File: src/rtl/noc_packet_injector.sv
// Tile-side packet injector: builds the header flit with first-hop routing and streams header + body flits.
// Optional output skid buffer enabled by defining NOC_PKT_INJ_SKID_EN.
package noc;
  typedef struct packed {
    logic [2:0] x;
    logic [2:0] y;
  } xy_t;

  typedef logic [4:0] direction_t;

  localparam direction_t goNorth = 5'b00001;
  localparam direction_t goSouth = 5'b00010;
  localparam direction_t goWest  = 5'b00100;
  localparam direction_t goEast  = 5'b01000;
  localparam direction_t goLocal = 5'b10000;
endpackage

module noc_packet_injector #(
  parameter int DEST_SIZE = 6,
  parameter int FLIT_SIZE = 64,
  parameter int MAX_LEN   = 16,
  parameter int LEN_W     = $clog2(MAX_LEN+1)
) (
  input  logic                                 clk,
  input  logic                                 rst,
  input  logic [$bits(noc::xy_t)-1:0]          position,
  input  logic                                 req_valid,
  output logic                                 req_ready,
  input  logic [DEST_SIZE*$bits(noc::xy_t)-1:0] req_dest,
  input  logic [DEST_SIZE-1:0]                 req_dest_val,
  input  logic [4:0]                           req_msg,
  input  logic [LEN_W-1:0]                     req_len,
  input  logic [FLIT_SIZE-3:0]                 data_in,
  input  logic                                 data_in_valid,
  output logic                                 data_in_ready,
  output logic [FLIT_SIZE-1:0]                 out_data,
  output logic                                 out_valid,
  input  logic                                 out_ready,
  output logic                                 len_err
);

  localparam int XY_W = $bits(noc::xy_t);
  localparam int DL_W = DEST_SIZE*XY_W;

  typedef enum logic [1:0] {IDLE, HEADER, BODY} state_t;

  state_t               state;
  logic                 req_ready_q;
  logic                 len_err_q;
  logic [DL_W-1:0]      dest_q;
  logic [DEST_SIZE-1:0] dest_val_q;
  logic [4:0]           msg_q;
  logic [LEN_W-1:0]     len_q;
  logic [LEN_W-1:0]     cnt;

  logic                 s_valid;
  logic                 s_ready;
  logic                 s_fire;
  logic [FLIT_SIZE-1:0] s_data;
  logic [FLIT_SIZE-1:0] hdr;

  noc::xy_t pos;
  assign pos = noc::xy_t'(position);

  // Per-destination first-hop contribution, X before Y; slot 0 sits in the MSBs of dest_q.
  logic [DEST_SIZE-1:0][4:0] lane_route;
  logic [4:0]                route_any;
  noc::direction_t           routing;

  for (genvar g = 0; g < DEST_SIZE; g++) begin : g_lane
    noc::xy_t   d;
    logic [4:0] r;
    assign d = noc::xy_t'(dest_q[(DEST_SIZE-1-g)*XY_W +: XY_W]);
    always_comb begin
      r = '0;
      if (dest_val_q[g] && (d != pos)) begin
        if (pos.x > d.x)      r = noc::goWest;
        else if (pos.x < d.x) r = noc::goEast;
        else if (pos.y > d.y) r = noc::goNorth;
        else                  r = noc::goSouth;
      end
    end
    assign lane_route[g] = r;
  end

  always_comb begin
    route_any = '0;
    for (int i = 0; i < DEST_SIZE; i++) route_any = route_any | lane_route[i];
    routing = (route_any == '0) ? noc::goLocal : route_any;
  end

  always_comb begin
    hdr = '0;
    hdr[FLIT_SIZE-1]                 = 1'b1;
    hdr[FLIT_SIZE-2]                 = (len_q == '0);
    hdr[FLIT_SIZE-3 -: 5]            = msg_q;
    hdr[FLIT_SIZE-8 -: DEST_SIZE]    = dest_val_q;
    hdr[FLIT_SIZE-8-DEST_SIZE -: DL_W] = dest_q;
    hdr[4:0]                         = routing;
  end

  always_comb begin
    s_valid = 1'b0;
    s_data  = '0;
    case (state)
      HEADER: begin
        s_valid = 1'b1;
        s_data  = hdr;
      end
      BODY: begin
        s_valid = data_in_valid;
        s_data  = {1'b0, (cnt == LEN_W'(1)), data_in};
      end
      default: ;
    endcase
  end

  assign s_fire        = s_valid && s_ready;
  assign data_in_ready = (state == BODY) && s_ready;
  assign req_ready     = req_ready_q;
  assign len_err       = len_err_q;

  always_ff @(posedge clk or negedge rst) begin
    if (!rst) begin
      state       <= IDLE;
      req_ready_q <= 1'b1;
      len_err_q   <= 1'b0;
      dest_q      <= '0;
      dest_val_q  <= '0;
      msg_q       <= '0;
      len_q       <= '0;
      cnt         <= '0;
    end else begin
      case (state)
        IDLE: begin
          if (req_valid) begin
            dest_q      <= req_dest;
            dest_val_q  <= req_dest_val;
            msg_q       <= req_msg;
            len_q       <= (req_len > LEN_W'(MAX_LEN)) ? LEN_W'(MAX_LEN) : req_len;
            if (req_len > LEN_W'(MAX_LEN)) len_err_q <= 1'b1;
            req_ready_q <= 1'b0;
            state       <= HEADER;
          end
        end
        HEADER: begin
          if (s_fire) begin
            if (len_q == '0) begin
              req_ready_q <= 1'b1;
              state       <= IDLE;
            end else begin
              cnt   <= len_q;
              state <= BODY;
            end
          end
        end
        BODY: begin
          if (s_fire) begin
            cnt <= cnt - LEN_W'(1);
            if (cnt == LEN_W'(1)) begin
              req_ready_q <= 1'b1;
              state       <= IDLE;
            end
          end
        end
        default: begin
          req_ready_q <= 1'b1;
          state       <= IDLE;
        end
      endcase
    end
  end

`ifdef NOC_PKT_INJ_SKID_EN
  // Two entries let the buffer absorb one flit per cycle while acceptance looks only at occupancy.
  logic [1:0][FLIT_SIZE-1:0] sk_buf;
  logic                      sk_wr;
  logic                      sk_rd;
  logic [1:0]                sk_cnt;
  logic                      o_fire;

  assign s_ready   = (sk_cnt != 2'd2);
  assign out_valid = (sk_cnt != 2'd0);
  assign out_data  = sk_buf[sk_rd];
  assign o_fire    = out_valid && out_ready;

  always_ff @(posedge clk or negedge rst) begin
    if (!rst) begin
      sk_buf <= '0;
      sk_wr  <= 1'b0;
      sk_rd  <= 1'b0;
      sk_cnt <= 2'd0;
    end else begin
      if (s_fire) begin
        sk_buf[sk_wr] <= s_data;
        sk_wr         <= ~sk_wr;
      end
      if (o_fire) sk_rd <= ~sk_rd;
      sk_cnt <= sk_cnt + {1'b0, s_fire} - {1'b0, o_fire};
    end
  end
`else
  assign s_ready   = out_ready;
  assign out_valid = s_valid;
  assign out_data  = s_data;
`endif

endmodule

File: config.mk
export PLATFORM = sky130hd
export DESIGN_NAME = noc_packet_injector
export DESIGN_NICKNAME = d
export VERILOG_FILES = /design/src/rtl/noc_packet_injector.sv
export SDC_FILE = /design/constraint.sdc
export NUM_CORES = 1
export LEC_CHECK = 0
export BUFFER_PORTS_ARGS = -buffer_cell sky130_fd_sc_hd__buf_2
export CORE_ASPECT_RATIO = 1.5
export CORE_UTILIZATION = 45
export DETAILED_ROUTE_END_ITERATION = 10
export GPL_ROUTABILITY_DRIVEN = 0
export GPL_TIMING_DRIVEN = 0
export PLACE_DENSITY = 0.76
export SLEW_MARGIN = 20
export SYNTH_ARGS = -nofsm -noshare
export SYNTH_HDL_FRONTEND = slang
export SYNTH_SLANG_ARGS = --single-unit
export TNS_END_PERCENT = 50
File: constraint.sdc
create_clock -name clk -period 3.4 [get_ports clk]
set_input_delay 0.68 -clock clk [delete_from_list [all_inputs] [get_ports clk]]
set_output_delay 0.68 -clock clk [all_outputs]
set_load 0.03 [all_outputs]
After elaboration in Yosys (flattened, before gate mapping)
Index checks and enable logic that the tools add are counted.
{ "word_totals": {"in_bits": 125, "register_bits": 61, "elab_cells": 109} }
{ "op_classes": {"bitwise": 5, "n_reduce_logical": 17, "n_eq_ne": 15, "n_mux": 44, "n_lt_le_gt_ge": 19, "n_addsub": 1} }
{ "ops": {"columns": ["op", "n"], "rows": [
  ["case mux 64 bit (2 select lines)", 1],
  ["2-to-1 mux 4 bit", 17],
  ["greater-than comparator 3 bit", 12],
  ["!= test 6 bit", 6],
  ["2-to-1 mux 5 bit", 6],
  ["OR 5 bit", 5],
  ["2-to-1 mux 2 bit", 11],
  ["< comparator 3 bit", 6],
  ["zero test 5 bit", 2],
  ["!= test 2 bit, second input constant", 5],
  ["case mux 5 bit (2 select lines)", 1],
  ["logical AND 1 bit", 8],
  ["AND reduction 4 bit", 2],
  ["case mux 2 bit (3 select lines)", 1],
  ["== test 5 x 1 -> 1 bit, second input constant", 1],
  ["greater-than comparator 5 bit, second input constant", 1],
  ["2-to-1 mux 1 bit", 5],
  ["AND reduction 5 bit", 1],
  ["subtractor 5 x 1 -> 5 bit, second input constant", 1],
  ["case mux 1 bit (3 select lines)", 1],
  ["AND reduction 3 bit", 1],
  ["== test 2 x 1 -> 1 bit, second input constant", 1],
  ["== test 2 bit, second input constant", 1],
  ["zero test 2 bit", 1],
  ["other kinds (4)", 4]
]} }

Logic depth before layout (Yosys ltp)
{ "depth": {"word_depth": 13, "depth_mapped": 10, "ltp_nobuf": 8} }

Worst setup path after synthesis
OpenSTA, ideal clock, no wires.
{ "synth_timing": {"path_kind": "in2out", "from": "input port position[0] (netlist bit)", "to": "output port out_data[4]", "required_ps": 2720, "path_slack_ps": 133, "n_path_buf": 0, "stages": 8, "t_arrival_ps": 2587, "path_cell_list": "inv_1 ha_1 nand3_2 a21boi_2 o22ai_1 a221o_1 or4_1 o31ai_2"} }
{ "synth_via": {"elab_chain_cells": 13, "elab_cells_between_ends": 50} }
{ "synth_lines": {"columns": ["item", "line_no", "text"], "rows": [
  ["start, declared", "26", "input logic [$bits(noc::xy_t)-1:0] position,"],
  ["greater-than comparator 3 bit", "79", "else if (pos.y > d.y) r = noc::goNorth;"],
  ["2-to-1 mux 2 bit", "79", null],
  ["2-to-1 mux 4 bit", "78", "else if (pos.x < d.x) r = noc::goEast;"],
  ["2-to-1 mux 4 bit", "77", "if (pos.x > d.x) r = noc::goWest;"],
  ["2-to-1 mux 5 bit or 2-to-1 mux 4 bit (tied branches)", "76", "if (dest_val_q[g] && (d != pos)) begin"],
  ["OR 5 bit (4 in series)", "88", "for (int i = 0; i < DEST_SIZE; i++) route_any = route_any | lane_route[i];"],
  ["OR 5 bit *", "88", null],
  ["zero test 5 bit *", "89", "routing = (route_any == '0) ? noc::goLocal : route_any;"],
  ["2-to-1 mux 5 bit *", "89", null],
  ["case mux 64 bit (2 select lines) *", "105", "case (state)"],
  ["end, declared", "36", "output logic [FLIT_SIZE-1:0] out_data,"]
]} }
Every way passes the cells marked *; elsewhere a longest branch is shown, timed or not.

Final worst setup path
{ "layout_timing": {"from": "input port position[3] (netlist bit)", "to": "output port out_data[4]"} }
{ "layout_via": {"elab_chain_cells": 12, "elab_cells_between_ends": 50} }
{ "layout_lines": {"columns": ["item", "line_no"], "rows": [
  ["< comparator 3 bit", "78"],
  ["2-to-1 mux 4 bit", "78"],
  ["2-to-1 mux 4 bit", "77"],
  ["2-to-1 mux 5 bit or 2-to-1 mux 4 bit (tied branches)", "76"],
  ["OR 5 bit (4 in series)", "88"],
  ["OR 5 bit *", "88"],
  ["zero test 5 bit *", "89"],
  ["2-to-1 mux 5 bit *", "89"],
  ["case mux 64 bit (2 select lines) *", "105"]
]} }
Marked as above.

==> out/summary.txt <==
outcome = finished with violations
failing checks = DRC, setup timing
Slowest-stage cell, CP = nor4_2
post-synthesis register bit count = 61
Slew headroom = 48.1%
Pleak = 3.01 nW
root buffer cell = clkbuf_16
post-route ant nets = 0
Layout area overhead = 36.8%
Tcrit/Tclk final = 100%
pwr/cell area = 1020 nW/um2
GRT overflow = 0
Max VDD drop = 0.467 mV
Post-synth EDFFs = 0
vias in the first global route = 4735
Worst Path Arrival = 2720 ps
CTS tree = yes
CP Cell Sequence = buf_2 > clkinvlp_4 > buf_12 > ha_4 > nand3_2 > and2_1 > a32o_1 > nor4_2 > nand3_1 > o31ai_4 > buf_6
placed cell area = 5690 um2
Clock Latency Late Sink = 330 ps
CP delay by family, top = simple AND/OR/NAND/NOR gates
most common cell after layout, fill and taps aside = buf_2
Final setup viols = 1
clk sinks = 61
reg2reg end = dest_val_q[4]$_DFFE_PN0P_
commonest non-fill, non-tap cells in the layout = 195 x buf_2, 60 x dfrtp_1, 54 x nor2b_1
Post-Layout Cell Count = 808
largest net degree at the start of global routing = 62
synthesized net count = 650
pre-CTS setup slack = -119 ps
crit path kind = primary input to primary output
NetSw = 3.05 mW
Int Power = 3.31 mW
Startpoint Class = primary input
Die X = 84.4 um
required time worst endpoint = 2720 ps
Tot Pwr = 6.36 mW
Die ar. = 10600 um2
pins over their slew limit = 0
area share of the largest cell type after synthesis = 32.8%
Longest Clk Path Bufs = 2
Stages on worst setup path = 11
Routed Wire Length = 14900 um
clock share of power = 13.7%
DRT iter0 DRCs = 211
Sw Ratio = 48.0%
layout cells sized above 1 = 43.9%
Synth Area per Inst = 9.46 um2
placed cell count = 791
FMAX = 0.294 GHz
FF-to-FF Start = state[1]$_DFFE_PN0P_
worst-path maximum fanout = 6
total of max-cap violations = 0
Num CTS Buffers = 9
fill count = 813
WL per Instance = 18.4 um
cell area after layout = 6260 um2
worst hold path type = primary input to asynchronous set/reset pin
Comb pwr share = 63.4%
Core Area = 9800 um2
Min Hold Slack = 430 ps
initial antenna violation count = 0
RSZ-0062 raised after global routing = true
number of diodes = 0
nets@finish = 855
async set-reset flop share out of synthesis = 100%
Starting Density = 46.7%
reg2reg path depth = 6
final hold vios = 0
Setup crit end kind = primary output
Yosys top cell by area = dfrtp_1
# hold bufs at CTS = 0
vias per cell = 5.70
cell count after synthesis = 484
Core Rows = 44
CP bufs+invs = 4
post-route minimum period = 3400 ps
Clock Skews = 6.04 ps
H-tree depth = 3
drt first pass iters = 7
Area contributors post-synth = dfrtp_1 33%, mux2_2 12%, ha_1 11%
Remaining DRCs = 14
buffers added on ports = 192
Worst-Margin Slew = 778 ps
placed wire-length estimate = 11300 um
Synth Cell Area = 4580 um2
Total GRT Usage = 28.5%
synth unique cells = 49
CTS clk-pin slew, worst paths = 50 ps
R2R Setup Slk = 1210 ps
die height = 126 um
post-synthesis sequential area ratio = 33.4%
CP startpoint = position[3]
worst setup margin = -3.00 ps
Fin Setup TNS = -3.00 ps
CP max stage delay = 350 ps
YS warnings = 0
Vias = 4609
Sequential Power Share = 23.0%
Final Util = 63.9%
first-pass GRT wire length = 23200 um
Top FF cell, synth = dfrtp_1
Ports = 193
Worst Setup EP = out_data[4]
per-layer routing:
metal / routed length, um / up-vias / track usage [%] / part of all wire, %
met5: 0 / - / 0 / 0
met4: 769 / 0 / 16.4 / 5.2
met3: 912 / 56 / 4.88 / 6.1
met2: 7820 / 228 / 52.1 / 53
met1: 5390 / 2169 / 30.5 / 36
li1: - / 2156 / - / -
kinds of logic (layout without fill, tap and decap cells):
family,count (synthesis),after routing,share of synthesized area (%)
AOI/OAI and AO/OA,120,120,17.8
adders and majority gates,41,41,11.2
and+or+nand+nor,153,153,20.4
DFF,61,61,33.4
buffers and inverters,61,270,5.41
muxes,48,48,11.8
power groups by stage:
stage                     clock (mW)  sequential (mW)  combinational (mW)
final                          0.868             1.46                4.03
after global routing           0.916             1.51                4.37
after CTS                      0.879             1.45                3.86
after detailed placement           0             1.45                3.71
after global placement             0             1.43                3.60
after floorplan                    0             1.33                2.71
how the worst min path moves through the flow:
stage | start | cells after the start | to | slack, ps
2_1_floorplan | rst | 0 | cnt[0]$_DFFE_PN0P_ | 380
3_3_place_gp | len_err$_DFFE_PN0P_ | 1 | len_err$_DFFE_PN0P_ | 460
3_5_place_dp | len_err$_DFFE_PN0P_ | 1 | len_err$_DFFE_PN0P_ | 490
4_1_cts | rst | 1 | cnt[0]$_DFFE_PN0P_ | 460
5_1_grt | rst | 1 | len_q[0]$_DFFE_PN0P_ | 500
6_report | rst | 1 | cnt[1]$_DFFE_PN0P_ | 430
synthesized netlist by cell type (all sizes together), types with 2 or more instances:
library cell and n:
nor2 5, nand2b 5, a32o 2, clkbuf 12, buf 15, a21boi 8
nand4 3, inv 34, nor4 3, o21ai 27, o22ai 4, nor4bb 2
dfrtp 60, o211ai 2, o31ai 2, nor2b 54, or4 2, nand4bb 2
mux2 48, o21a 3, nand3 23, a21oi 17, and2 15, o2111a 2
nand2 28, a22oi 47, and3 2, nor3b 5, ha 41, nand3b 2
timing repair:
action                                  CTS  global route
setup buffers                             2             0
endpoints found under the setup margin    1            14
resized for setup                        20            19
state kept, by name (all words and copies together) (netlist names):
register and cells:
dest_q 36, dest_val_q 6, cnt 5, len_q 5, msg_q 5, state 2, len_err 1, req_ready 1
final cells by class:
class | instances | area (um2) | area share (%)
plain buffers | 27 | 123 | 1.96
clock buffers | 10 | 229 | 3.66
clock inverters | 5 | 52.6 | 0.839
inverters | 34 | 131 | 2.10
multi-input cells | 362 | 3060 | 48.8
flip-flops and latches | 61 | 1530 | 24.4
well taps | 115 | 144 | 2.30
repair buffers | 194 | 1000 | 16.0
(Power assumes the default switching activity.)
